==> config.mk <==
export PLATFORM = sky130hd
export DESIGN_NAME = transmit_code_group
export DESIGN_NICKNAME = d
export VERILOG_FILES = /design/src/rtl/transmit_code_group.sv
export SDC_FILE = /design/constraint.sdc
export NUM_CORES = 1
export LEC_CHECK = 0
export ABC_AREA = 1
export BUFFER_PORTS_ARGS = -buffer_cell sky130_fd_sc_hd__buf_2
export CORE_ASPECT_RATIO = 0.6
export CORE_MARGIN = 10
export CORE_UTILIZATION = 45
export DETAILED_ROUTE_END_ITERATION = 6
export PLACE_DENSITY = 0.7
export SETUP_SLACK_MARGIN = 0.02
export SYNTH_ARGS = -nofsm -noshare
export SYNTH_HDL_FRONTEND = slang
export SYNTH_SLANG_ARGS = --single-unit
==> constraint.sdc <==
create_clock -name GTX_CLK -period 10 [get_ports GTX_CLK]
set_input_delay 1 -clock GTX_CLK [delete_from_list [all_inputs] [get_ports GTX_CLK]]
set_output_delay 1 -clock GTX_CLK [all_outputs]
set_load 0.02 [all_outputs]
==> src/rtl/transmit_code_group.sv <==
// 1000BASE-X PCS transmit code-group stage.
// Turns the ordered set requested by the upstream TX ordered-set FSM into one
// 8b/10b code-group per GTX_CLK. It tracks running disparity, picks /I1/ or /I2/
// from that disparity, and alternates /C1/ and /C2/.
// Ordered-set encodings (tx_o_set): C=01 I=02 R=04 S=08 T=10 V=20 D=40 (hex).
// Any other value is sent as /V/.
module transmit_code_group (
    input  logic        GTX_CLK,
    input  logic        mr_main_reset,
    input  logic [6:0]  tx_o_set,
    input  logic [7:0]  TXD,
    input  logic [15:0] tx_config_reg,
    output logic [9:0]  tx_code_group,
    output logic        tx_even,
    output logic        TX_OSET_indicate,
    output logic        tx_disparity
);

    localparam logic [6:0] TX_OS_C = 7'h01;
    localparam logic [6:0] TX_OS_I = 7'h02;
    localparam logic [6:0] TX_OS_R = 7'h04;
    localparam logic [6:0] TX_OS_S = 7'h08;
    localparam logic [6:0] TX_OS_T = 7'h10;
    localparam logic [6:0] TX_OS_V = 7'h20;
    localparam logic [6:0] TX_OS_D = 7'h40;

    // Special code-groups, abcdei_fghj, for the RD- and RD+ columns.
    localparam logic [9:0] K28_5_N = 10'b001111_1010;
    localparam logic [9:0] K28_5_P = 10'b110000_0101;
    localparam logic [9:0] K23_7_N = 10'b111010_1000;
    localparam logic [9:0] K23_7_P = 10'b000101_0111;
    localparam logic [9:0] K27_7_N = 10'b110110_1000;
    localparam logic [9:0] K27_7_P = 10'b001001_0111;
    localparam logic [9:0] K29_7_N = 10'b101110_1000;
    localparam logic [9:0] K29_7_P = 10'b010001_0111;
    localparam logic [9:0] K30_7_N = 10'b011110_1000;
    localparam logic [9:0] K30_7_P = 10'b100001_0111;

    // Octets of the fixed data code-groups used inside /I/ and /C/.
    localparam logic [7:0] D5_6  = 8'hC5;
    localparam logic [7:0] D16_2 = 8'h50;
    localparam logic [7:0] D21_5 = 8'hB5;
    localparam logic [7:0] D2_2  = 8'h42;

    // The /I/ test of the disparity happens on the dispatch edge, so the
    // IDLE_1 group is emitted on that same edge.
    typedef enum logic [3:0] {
        GENERATE, SPECIAL_GO, DATA_GO, IDLE_1, IDLE_2,
        CONF_A, CONF_B, CONF_C, CONF_D
    } state_t;

    state_t      state;
    state_t      sel_state;
    logic [9:0]  grp;
    logic [15:0] cfg_q;
    logic        idle_rd_plus;
    logic        conf_c2;

    function automatic logic [3:0] ones_count(input logic [9:0] v);
        logic [3:0] n;
        n = 4'd0;
        for (int i = 0; i < 10; i++) n = n + {3'd0, v[i]};
        return n;
    endfunction

    // 5b/6b: the table holds the RD- column. The RD+ column is the complement,
    // except for balanced groups, which are the same in both columns. D.7 is
    // balanced but is still complemented.
    function automatic logic [5:0] enc_6b(input logic [4:0] x, input logic rd);
        logic [5:0] c;
        case (x)
            5'd0:  c = 6'b100111;  5'd1:  c = 6'b011101;
            5'd2:  c = 6'b101101;  5'd3:  c = 6'b110001;
            5'd4:  c = 6'b110101;  5'd5:  c = 6'b101001;
            5'd6:  c = 6'b011001;  5'd7:  c = 6'b111000;
            5'd8:  c = 6'b111001;  5'd9:  c = 6'b100101;
            5'd10: c = 6'b010101;  5'd11: c = 6'b110100;
            5'd12: c = 6'b001101;  5'd13: c = 6'b101100;
            5'd14: c = 6'b011100;  5'd15: c = 6'b010111;
            5'd16: c = 6'b011011;  5'd17: c = 6'b100011;
            5'd18: c = 6'b010011;  5'd19: c = 6'b110010;
            5'd20: c = 6'b001011;  5'd21: c = 6'b101010;
            5'd22: c = 6'b011010;  5'd23: c = 6'b111010;
            5'd24: c = 6'b110011;  5'd25: c = 6'b100110;
            5'd26: c = 6'b010110;  5'd27: c = 6'b110110;
            5'd28: c = 6'b001110;  5'd29: c = 6'b101110;
            5'd30: c = 6'b011110;  default: c = 6'b101011;
        endcase
        if (rd && (ones_count({4'd0, c}) != 4'd3 || x == 5'd7)) c = ~c;
        return c;
    endfunction

    // 3b/4b: the RD+ column is the complement of the RD- column, except for
    // balanced groups. x.3 is balanced but is still complemented.
    // A7 replaces P7 where P7 would produce a run of five identical bits.
    function automatic logic [3:0] enc_4b(input logic [2:0] y, input logic rd6,
                                          input logic alt);
        logic [3:0] c;
        case (y)
            3'd0: c = 4'b1011;  3'd1: c = 4'b1001;
            3'd2: c = 4'b0101;  3'd3: c = 4'b1100;
            3'd4: c = 4'b1101;  3'd5: c = 4'b1010;
            3'd6: c = 4'b0110;  default: c = alt ? 4'b0111 : 4'b1110;
        endcase
        if (rd6 && (ones_count({6'd0, c}) != 4'd2 || y == 3'd3 || y == 3'd7)) c = ~c;
        return c;
    endfunction

    function automatic logic [9:0] enc_data(input logic [7:0] d, input logic rd);
        logic [5:0] six;
        logic       rd6;
        logic       alt;
        six = enc_6b(d[4:0], rd);
        rd6 = (ones_count({4'd0, six}) == 4'd3) ? rd : ~rd;
        alt = (!rd6 && (d[4:0] == 5'd17 || d[4:0] == 5'd18 || d[4:0] == 5'd20)) ||
              ( rd6 && (d[4:0] == 5'd11 || d[4:0] == 5'd13 || d[4:0] == 5'd14));
        return {six, enc_4b(d[7:5], rd6, alt)};
    endfunction

    // Pick the step being emitted this edge, and the code-group it produces.
    always_comb begin
        // NOTE: every output gets a default before any branch, so no latch is inferred.
        sel_state = GENERATE;
        grp       = 10'h000;
        if (TX_OSET_indicate) begin
            case (tx_o_set)
                TX_OS_I: sel_state = IDLE_1;
                TX_OS_C: sel_state = CONF_A;
                TX_OS_D: sel_state = DATA_GO;
                default: sel_state = SPECIAL_GO;
            endcase
        end else begin
            case (state)
                IDLE_1:  sel_state = IDLE_2;
                CONF_A:  sel_state = CONF_B;
                CONF_B:  sel_state = CONF_C;
                CONF_C:  sel_state = CONF_D;
                default: sel_state = GENERATE;
            endcase
        end
        case (sel_state)
            SPECIAL_GO: begin
                case (tx_o_set)
                    TX_OS_S: grp = tx_disparity ? K27_7_P : K27_7_N;
                    TX_OS_T: grp = tx_disparity ? K29_7_P : K29_7_N;
                    TX_OS_R: grp = tx_disparity ? K23_7_P : K23_7_N;
                    default: grp = tx_disparity ? K30_7_P : K30_7_N;
                endcase
            end
            DATA_GO:        grp = enc_data(TXD, tx_disparity);
            IDLE_1, CONF_A: grp = tx_disparity ? K28_5_P : K28_5_N;
            IDLE_2:         grp = enc_data(idle_rd_plus ? D5_6 : D16_2, tx_disparity);
            CONF_B:         grp = enc_data(conf_c2 ? D2_2 : D21_5, tx_disparity);
            CONF_C:         grp = enc_data(cfg_q[7:0], tx_disparity);
            CONF_D:         grp = enc_data(cfg_q[15:8], tx_disparity);
            default:        grp = 10'h000;
        endcase
    end

    // Ordered-set sequencer: register the state, the code-group and the status outputs.
    always_ff @(posedge GTX_CLK) begin
        if (!mr_main_reset) begin
            state            <= GENERATE;
            tx_code_group    <= 10'h000;
            tx_even          <= 1'b0;
            tx_disparity     <= 1'b0;
            TX_OSET_indicate <= 1'b1;
            cfg_q            <= 16'h0000;
            idle_rd_plus     <= 1'b0;
            conf_c2          <= 1'b0;
        end else begin
            // NOTE: use non-blocking assignments so every register samples pre-edge values.
            state            <= sel_state;
            tx_code_group    <= grp;
            tx_even          <= ~tx_even;
            tx_disparity     <= tx_disparity ^ (ones_count(grp) != 4'd5);
            TX_OSET_indicate <= !(sel_state inside {IDLE_1, CONF_A, CONF_B, CONF_C});
            if (sel_state == IDLE_1) idle_rd_plus <= tx_disparity;
            if (sel_state == CONF_A) cfg_q <= tx_config_reg;
            if (sel_state == CONF_D) conf_c2 <= ~conf_c2;
        end
    end

endmodule

==> metrics.csv <==
stage,metric,value,unit
clocking,clk_pin_slew,70,ps
worst_setup_path,cp_top_family,buffers and inverters,
clocking,htree_levels,2,
pwr,leakage,0.00342,uW
place,place.port_buffers,45,
synthesis,synth_seq_cells,47,
outcome,failed_checks,negative setup slack,
synthesis,synthDistinctLibCells,47,
place,place_ws,-712,ps
worst_setup_path,crit_top_cell,buf_4,
place,hpwl,11000,um
grt,gr-usage-all-layers,17.5,%
worst_setup_path,worstPathArrival,10560,ps
clocking,cts.sink_count,47,
floorplan,dieArea,16300,um^2
synthesis,netlist_top_cells_count,"206 x nand2_1, 120 x inv_1, 83 x nor2_1",
synthesis,netlist_instances,802,
detailed_routing,drtPass1Iterations,6,
worst_setup_path,slowest_delay,520,ps
synthesis,synth_enable_flop_cells,0,
timing,fin_crit_sh,104,%
worst_setup_path,critPathCaptureType,register,
timing,setup_ws,-410,ps
synthesis,netlist.area_leader.share,18.2,%
timing,hold_viol,0,
timing,setup_tns,-410,ps
detailed_routing,drtIter0Drc,495,
worst_setup_path,critical_path_class,in2reg,
pwr,p_per_area,262,nW/um^2
worst_setup_path,critPathLaunchType,input pin,
place,place.gp.congestion,0.927,
grt,grt_pass1_wl,23300,um
cells_and_area,fin_util,58.0,%
detailed_routing,wl_per_cell,13.3,um
timing,worstMarginPinSlew,771,ps
synthesis,synthSimpleGateAreaFrac,40.3,%
synthesis,synth_area,5170,um^2
cells_and_area,num_antenna_cells,0,
synthesis,synth_compound_area_share,8.44,%
synthesis,async_flop_share,0,%
outcome,status,"complete, but fails checks",
detailed_routing,vias,5381,
synthesis,ys.flop_type,dfxtp_1,
synthesis,yosysTopAreaCell,dfxtp_1,
worst_setup_path,cp.buffers_inverters,36,
floorplan,core,11300,um^2
timing,clock.fmax,96.1,MHz
detailed_routing,viasPerCell,5.01,
synthesis,synth_top_family_by_area,simple AND/OR/NAND/NOR gates,
clocking,cts_root_buf,clkbuf_16,
synthesis,yosysSeqAreaShare,18.2,%
worst_setup_path,cp.required,10150,ps
grt,grt_overflow_total,0,
synthesis,synth_area_leaders,"dfxtp_1 18%, nand2_1 15%, fa_1 9.3%",
timing,rsz0062_at_grt,yes,
cells_and_area,drive_gt1_share,27.8,%
timing,skew,8.80,ps
timing,slew_viol_final,0,
detailed_routing,detail-route-antenna-nets,0,
flow_run,cap_violations,0,
floorplan,die_h,103,um
detailed_routing,wirelength,14300,um
synthesis,synth_fa_ha_area_share,17.7,%
cells_and_area,area_growth,26.3,%
clocking,clock_latency,290,ps
timing,max_slew_margin,48.6,%
clocking,cts_buffers,5,
synthesis,synth_most_common_cell,nand2_1,
grt,grt_antenna_before_repair,0,
worst_setup_path,critPathMaxFanout,10,
floorplan,fp.dieW,158,um
timing,setup_viol,1,
synthesis,syn_area_per_cell,6.45,um^2
pwr,peakVddDrop,0.148,mV
detailed_routing,drc,0,
worst_hold_path,min_path_type,reg2reg,
floorplan,start_util,46.0,%
synthesis,ys_warn_count,0,
timing,post-route-min-period,10410,ps
synthesis,synth_xor_xnor_area_share,3.55,%
synthesis,muxShareOfSynthArea,0,%
grt,grt_pass1_vias,4792,
clocking,clk_path_buf_depth,2,
floorplan,io-pin-count,46,
synthesis,synth_nets,894,
grt,grt_start_max_net_pins,33,
worst_setup_path,slowest_stage,fa_1,
clocking,cts_tree,built,
floorplan,num_rows,30,
cells_and_area,nets,1020,
[report_power, final]
part | total [uW] | leakage (uW) | switching, uW | internal (uW)
registers | 223 | 0.000383 | 15.7 | 207
clock network | 202 | 0.0000875 | 76.2 | 126
logic | 1290 | 0.00295 | 690 | 600
total | 1710 | 0.00342 | 782 | 933
[metal layers]
| layer | global-route usage [%] | vias to the layer above | wire [um] |
|---|---|---|---|
| li1 | - | 2758 | - |
| met1 | 27.2 | 2385 | 7380 |
| met2 | 23.7 | 224 | 5370 |
| met3 | 4.38 | 14 | 1420 |
| met4 | 1.98 | 0 | 127 |
| met5 | 0 | - | 0 |
[cells by family (layout without fill, tap and decap cells)]
kind of cell / after synthesis / after routing
and+or+nand+nor: 447 / 447
buffers and inverters: 150 / 277
AOI/OAI and AO/OA: 78 / 78
adders and majority gates: 59 / 59
DFF: 47 / 47
xor gates and xnor gates: 21 / 21
[repair_timing]
item,4_1_cts,5_1_grt
buffers inserted,41,5
hold endpoints to repair,0,0
hold buffers,0,0
cloned,0,0
pin swaps,20,25
resized for setup,25,23
setup endpoints to repair,1,1
[worst reg2reg max path: cells and delay by family (launching register included)]
kind	cells	cell delay, ps
AO/OA/AOI/OAI	4	480
XOR/XNOR	1	210
adder cells (fa/ha/maj)	16	6010
buffers and inverters	10	530
flip-flops	1	350
AND/OR/NAND/NOR	18	1970
[cells in the final DEF (no fill, tap or decap), types with 9 or more instances in the layout]
cell,netlist,final
nor2_2,14,18
nand2_2,13,24
o21ai_0,33,31
buf_4,3,87
nand4_1,10,10
a21oi_1,22,20
inv_1,120,108
nor2_1,83,79
xor2_1,16,15
nand2_1,206,195
nand3_1,81,74
buf_2,5,42
fa_1,24,23
inv_2,11,21
ha_1,35,26
dfxtp_1,47,47
o21ai_1,7,9
[path summary, 6_finish.rpt]
check                           from                      end  slack, ps  cells after the start
setup reg to reg            register  tx_disparity$_SDFF_PN0_        290                     49
setup / recovery              TXD[2]  tx_disparity$_SDFF_PN0_       -410                     70
hold / removal    tx_even$_SDFF_PN0_       tx_even$_SDFF_PN0_        400                      1
hold reg to reg   tx_even$_SDFF_PN0_       tx_even$_SDFF_PN0_        400                      1
[through the flow]
stage / hold WS (ps) / std cells / instance area [um^2] / power (uW)
floorplan: 475 / 802 / 5230 / 969
global placement: 402 / 1019 / 5860 / 1220
detailed placement: 401 / 1019 / 5860 / 1230
CTS: 410 / 1068 / 6430 / 1620
global route: 430 / 1073 / 6540 / 1890
finish: 404 / 1073 / 6540 / 1710
[cell type report]
cell class / count / area [um^2]
sequential: 47 / 941
fill: 1065 / 4720
tap: 144 / 180
timing repair buffer: 134 / 932
clock inverter: 2 / 38.8
inverter: 135 / 528
clock buffer: 6 / 139
multi-input combinational: 605 / 3780
Power figures use the tool's default switching activity.
